===== src/rtl/spi_slave_tx.sv =====
// SPI mode-0 slave transmitter: one holding byte feeding an MSB-first shift register,
// with SCK/CS synchronised into the clk domain and a lockout for transactions already in progress at reset.
module spi_slave_tx #(
   parameter logic [7:0]  IDLE_BYTE   = 8'hFF,
   parameter int unsigned SYNC_STAGES = 2
) (
   input  logic       clk,
   input  logic       reset,
   input  logic [7:0] iTxData,
   input  logic       iTxValid,
   output logic       oTxReady,
   output logic       oTxDone,
   output logic       oUnderrun,
   input  logic       iSPIClk,
   input  logic       iSPICS,
   output logic       oMISO,
   output logic       oMISOEn
);

   typedef enum logic [1:0] {IDLE, ACTIVE, LOCKOUT} state_t;

   localparam logic [1:0] SETTLE_CNT = 2'(SYNC_STAGES);

   state_t                 state;
   logic [SYNC_STAGES-1:0] sck_sync;
   logic [SYNC_STAGES-1:0] cs_sync;
   logic                   sck_d;
   logic                   cs_d;
   logic                   sck_s;
   logic                   cs_s;
   logic                   sck_rise;
   logic                   sck_fall;
   logic                   cs_rise;
   logic                   cs_fall;
   logic [7:0]             hold;
   logic                   hold_full;
   logic [7:0]             shift;
   logic [2:0]             bit_cnt;
   logic                   reload;
   logic [1:0]             settle;
   logic                   accept;
   logic                   load_now;

   always_ff @(posedge clk) begin
      if (reset) begin
         sck_sync <= '0;
         cs_sync  <= '1;
         sck_d    <= 1'b0;
         cs_d     <= 1'b1;
      end else begin
         sck_sync <= {sck_sync[SYNC_STAGES-2:0], iSPIClk};
         cs_sync  <= {cs_sync[SYNC_STAGES-2:0], iSPICS};
         sck_d    <= sck_s;
         cs_d     <= cs_s;
      end
   end

   assign sck_s    = sck_sync[SYNC_STAGES-1];
   assign cs_s     = cs_sync[SYNC_STAGES-1];
   assign sck_rise = sck_s & ~sck_d;
   assign sck_fall = ~sck_s & sck_d;
   assign cs_rise  = cs_s & ~cs_d;
   assign cs_fall  = ~cs_s & cs_d;

   assign oTxReady = ~hold_full;
   assign accept   = iTxValid & ~hold_full;
   // CS rise outranks a coincident SCK fall, so a byte boundary at end of transaction never reloads
   assign load_now = ((state == IDLE) && cs_fall) ||
                     ((state == ACTIVE) && !cs_rise && sck_fall && reload);

   always_ff @(posedge clk) begin
      if (reset) begin
         state     <= LOCKOUT;
         hold      <= '0;
         hold_full <= 1'b0;
         shift     <= IDLE_BYTE;
         bit_cnt   <= '0;
         reload    <= 1'b0;
         settle    <= '0;
         oTxDone   <= 1'b0;
         oUnderrun <= 1'b0;
      end else begin
         oTxDone   <= 1'b0;
         oUnderrun <= 1'b0;
         if (accept) begin
            hold      <= iTxData;
            hold_full <= 1'b1;
         end
         if (load_now) begin
            if (hold_full) begin
               shift     <= hold;
               hold_full <= 1'b0;
            end else begin
               shift     <= IDLE_BYTE;
               oUnderrun <= 1'b1;
            end
         end
         case (state)
            // Wait for the synchronizer to flush its reset value before trusting CS
            LOCKOUT: begin
               if (settle != SETTLE_CNT) settle <= settle + 2'd1;
               else if (cs_s)            state  <= IDLE;
            end
            IDLE: begin
               if (cs_fall) begin
                  state   <= ACTIVE;
                  bit_cnt <= '0;
                  reload  <= 1'b0;
               end
            end
            ACTIVE: begin
               if (cs_rise) begin
                  state   <= IDLE;
                  shift   <= IDLE_BYTE;
                  bit_cnt <= '0;
                  reload  <= 1'b0;
               end else if (sck_rise) begin
                  bit_cnt <= bit_cnt + 3'd1;
                  if (bit_cnt == 3'd7) begin
                     oTxDone <= 1'b1;
                     reload  <= 1'b1;
                  end
               end else if (sck_fall) begin
                  if (reload) reload <= 1'b0;
                  else        shift  <= {shift[6:0], 1'b0};
               end
            end
            default: state <= LOCKOUT;
         endcase
      end
   end

   assign oMISO   = (state == ACTIVE) ? shift[7] : 1'b1;
   assign oMISOEn = (state == ACTIVE);

endmodule


===== config.mk =====
export PLATFORM = sky130hd
export DESIGN_NAME = spi_slave_tx
export DESIGN_NICKNAME = d
export VERILOG_FILES = /design/src/rtl/spi_slave_tx.sv
export SDC_FILE = /design/constraint.sdc
export NUM_CORES = 1
export LEC_CHECK = 0
export ABC_CLOCK_PERIOD_IN_PS = 2390
export CORE_MARGIN = 4
export CORE_UTILIZATION = 54
export CTS_CLUSTER_DIAMETER = 200
export DETAILED_ROUTE_END_ITERATION = 16
export MAX_ROUTING_LAYER = met4
export PLACE_DENSITY = 0.78
export SYNTH_ARGS = -nofsm -noshare
export SYNTH_HDL_FRONTEND = slang
export SYNTH_SLANG_ARGS = --single-unit

===== constraint.sdc =====
create_clock -name clk -period 2.39 [get_ports clk]
set_clock_uncertainty 0.15 [all_clocks]
set_input_delay 0.717 -clock clk [delete_from_list [all_inputs] [get_ports clk]]
set_output_delay 0.717 -clock clk [all_outputs]
set_load 0.02 [all_outputs]

Word level (Yosys, flattened, before mapping)
Cells that the tools add are included.

storage, ports and cells
  output and inout port bits = 5
  bits of input ports = 13
  register bits after elaboration = 33
  logic and storage cells = 81

operators by class
  eq/ne operators = 11
  add/subtract/negate cells = 2
  reductions and logical operators = 14
  muxes and demuxes = 28
  bitwise gates (word level) = 13

operator list
  kind                                            number
  2-to-1 mux 8 bit                                7
  2-to-1 mux 1 bit                                11
  2-to-1 mux 3 bit                                3
  2-to-1 mux 2 bit                                4
  != test 2 bit (second input constant)           4
  inverter 1 bit                                  8
  AND reduction 4 bit                             2
  one-hot mux 2 bit (3 select lines)              1
  one-hot mux 3 bit (2 select lines)              1
  bitwise AND 1 bit                               5
  logical AND 1 bit                               4
  != test 4 x 1 -> 1 bit (second input constant)  1
  != test 4 x 2 -> 1 bit (second input constant)  1
  OR reduction 4 bit                              1
  adder 3 x 1 -> 3 bit (second input constant)    1
  == test 3 bit (second input constant)           1
  != test 3 x 1 -> 1 bit (second input constant)  1
  AND reduction 3 bit                             1
  adder 2 x 1 -> 2 bit (second input constant)    1
  == test 2 x 1 -> 1 bit (second input constant)  1
  == test 2 bit (second input constant)           1
  logical NOT 2 bit                               1
  != test 2 x 1 -> 1 bit (second input constant)  1
  one-hot mux 1 bit (2 select lines)              1
  other kinds (5)                                 5

Depth between registers and ports, before layout
  depth in word-level cells = 13
  mapped depth = 7
  depth with buffers taken out = 5

Worst setup path before layout
Ideal clock, no wire load.

  path kind = register to output
  from = register state[0]
  to = output oMISO
  cell stages (with the launch flop) = 5
  data required time = 1523 ps
  data arrival time = 1315 ps
  buffers on the path = 2
  slack = 208 ps
  path through = dfxtp_1 -> buf_6 -> nor2b_1 -> clkbuf_1 -> nand2b_1

between the ends
  longest elaborated chain between the ends = 2

ends and longest elaborated chain
  what                    RTL line  RTL
  from (decl)             24        state_t state;
  from (signal assigned)  73        state <= LOCKOUT;
  from (signal assigned)  102       else if (cs_s) state <= IDLE;
  from (signal assigned)  106       state <= ACTIVE;
  == test 2 x 1 -> 1 bit  n/a
  via oMISOEn             17        output logic oMISOEn
  2-to-1 mux 1 bit        133       assign oMISO = (state == ACTIVE) ? shift[7] : 1'b1;
  to (decl)               16        output logic oMISO,

The timed path passes the listed nets, and every way through them passes these cells.

Worst setup path in the final report
  from = register state[0]
  to = output oMISO

between the ends
  longest elaborated chain between the ends = 2

ends and longest elaborated chain
  what                    RTL line
  == test 2 x 1 -> 1 bit  133
  2-to-1 mux 1 bit        133

Every way passes these cells.

==> run_results.csv <==
group,metric,value,unit
timing,drv_slew,0,
synth,ys_top_cells_by_area,"dfxtp_1 (45%), a21oi_1 (7.2%), nand2_1 (4.9%), a21o_1 (4.1%), nor2b_1 (3.4%)",
synth,yosys.cell_types.count,36,
setup_path,slowest_stage,"clkdlybuf4s50_1",
setup_path,crit_required,1.52,ns
clock_network,cts_tree,"built",
detailed_routing,drt-total-wl,2740,um
setup_path,rrSetupSlack,0.52,ns
hold_path,min_from,"cs_sync[0]",
hold_path,hold_end,"cs_sync[1]",
synth,yosys.area.top_type,"dfxtp_1",
detailed_routing,via_per_inst,5.59,
synth,async_flop_share,0,%
grt,grt_max_degree,34,
power,ir_worst_vdd,669,uV
setup_path,reg2reg_to,"shift[7]",
detailed_routing,postRouteAntennaNets,0,
detailed_routing,drt_first_pass_iters,4,
synth,syn-num-nets,182,
grt,grt_antenna_before_repair,0,
clock_network,postCtsHoldBufs,0,
die,dieArea,3600,um2
timing,rsz0062_at_grt,"false",
setup_path,critPathKind,"reg -> out",
setup_path,r2r.worst_path.cells,5,
power,leakage,0.709,nW
clock_network,cts_setup_buffers,0,
synth,syn_area_per_cell,8.79,um2
synth,synth_edf_count,0,
timing,finalCriticalPeriod,2.33,ns
grt,grt_pass1_vias,1120,
placed_design,placement.io_buffers,17,
clock_network,cts_repair_resize_count,1,
setup_path,crit_chain,"nor2b_2 -> nand2b_1 -> clkdlybuf4s50_1",
setup_path,crit_path_end_kind,"primary output",
clock_network,clock_path_buffers,2,
detailed_routing,wire_per_inst,12.7,um
die,io_pins,18,
grt,grt_util_all_layers,17.4,%
power,total_power,1.11,mW
grt,grt-ovfl-total,0,
synth,ys_warn_count,0,
timing,setup_viol_count_final,0,
setup_path,cp_slowest_stage_delay,0.59,ns
detailed_routing,drt_iter0_markers,51,
timing,max_slew_margin,53.4,%
power,power.density,644,nW/um2
clock_network,ctsHtreeMaxLevel,2,
clock_network,worst_skew_pair.late_latency,0.33,ns
placed_design,hpwl,1940,um
die,die_h,60.0,um
synth,ys_seq_area_share,45.3,%
setup_path,cp.arrival,1.47,ns
clock_network,cts.clk_slew.worst_paths,0.10,ns
timing,min_period_over_period,97.7,%
die,rows,18,
die,core-area,2520,um2
setup_path,rr_startpoint,"state[0]",
cells_and_area,syn2layout_area_growth,18.2,%
die,start_util,57.8,%
setup_path,worstPathMaxFanout,3,
clock_network,numCtsBuffers,5,
hold_path,worstHoldPathCells,1,
placed_design,place_congestion,0.802,
synth,syn_area,1460,um2
flow_run,cap_violations,0,
setup_path,path_buf_inv,1,
timing,final.setup.tns,0,ns
setup_path,path_delay_family,"buffers and inverters",
cells_and_area,drive_gt1_share,10.8,%
setup_path,cp-start-kind,"flip-flop",
clock_network,root_buffer,"clkbuf_4",
cells_and_area,final_util,68.4,%
timing,fmax,428,MHz
cells_and_area,antenna_cells,0,
outcome,status,"finished, final reports clean",
detailed_routing,drc,0,
timing,worst_pin_slew,0.695,ns
timing,finalHoldViolCount,0,
detailed_routing,vias,1208,
synth,postSynthCellCount,166,
grt,grt_pass1_wl,4640,um
synth,yosysTopAreaCellShare,45.3,%
hold_path,hold_class,"reg -> reg",
clock_network,cts_num_sinks,33,
synth,ys.flop_type,"dfxtp_1",
cells_and_area,fin_nets,202,
synth,synth_seq_cells,33,
die,die_w,60.0,um
-- sequential cells by signal, summed over array words and instances (netlist names) --
register	count
shift	8
settle	2
oTxDone	1
cs_d	1
cs_sync	2
state	2
sck_sync	2
sck_d	1
hold	8
bit_cnt	3
oUnderrun	1
hold_full	1
reload	1
-- Yosys cell counts (3+ instances only) --
master / count
and3b_1: 3
buf_2: 3
o21ai_0: 8
nor2_1: 6
nor3_1: 7
ha_1: 3
inv_1: 4
nand2_1: 19
a21o_1: 8
nor2b_1: 8
clkbuf_1: 5
or2_2: 3
dfxtp_1: 33
o22ai_1: 7
a21oi_1: 21
-- worst max-delay path by stage --
stage / from / to / depth (start not counted)
global route: state[0] / oMISO / 3
detailed placement: state[0] / oMISOEn / 2
finish: state[0] / oMISO / 3
global placement: state[0] / oMISOEn / 2
floorplan: state[0] / oMISO / 4
CTS: state[0] / oMISO / 3
-- cell type report --
type                            count  area [um2]
Fill cell                         230         798
Multi-Input combinational cell    119         729
Inverter                            4        15.0
Sequential cell                    33         661
Tap cell                           30        37.5
Clock buffer                        7        55.1
Timing Repair Buffer               23         226
-- metrics by stage --
step / hold slack [ns] / setup WS, ns / area (um2) / std cells
CTS: 0.270 / 0.00687 / 1720 / 216
global placement: 0.242 / 0.353 / 1670 / 209
global route: 0.290 / 0.000102 / 1720 / 216
finish: 0.266 / 0.0561 / 1720 / 216
detailed placement: 0.248 / 0.330 / 1670 / 209
floorplan: 0.239 / 0.208 / 1460 / 166
-- layer usage --
| metal | global-route usage (%) | vias up | wire (um) |
|---|---|---|---|
| met1 | 22.2 | 558 | 1340 |
| met5 | - | - | 0 |
| met4 | 4.75 | 0 | 24 |
| met2 | 26.4 | 20 | 1240 |
| met3 | 5.83 | 3 | 127 |
| li1 | - | 627 | - |
-- report_power, final --
group / leakage, nW / switching (mW) / internal, mW
combinational: 0.408 / 0.0946 / 0.0892
clock: 0.0314 / 0.176 / 0.139
sequential: 0.270 / 0.0244 / 0.587
-- cell usage in the layout, fill, tap and decap left out, types with 2 or more instances in the layout --
cell	n
dfxtp_1	33
a21oi_1	21
nand2_1	19
clkdlybuf4s50_1	16
o21ai_0	8
a21o_1	8
nor2b_1	7
nor3_1	7
o22ai_1	7
nor2_1	6
clkbuf_4	5
buf_4	5
inv_1	4
and3b_1	3
or2_2	3
ha_1	3
a211oi_1	2
o21a_1	2
nor4_1	2
o21ai_1	2
nand3_1	2
a22oi_1	2
-- cells by family after synthesis --
family,after synthesis,share of synthesized area (%)
adders and majority gates,4,3.26
buffers and inverters,14,4.89
xor gates and xnor gates,1,0.600
and+or+nand+nor,59,22.3
AOI/OAI and AO/OA,55,23.7
DFF,33,45.3
Note: power is estimated with default switching activity, not from simulation.
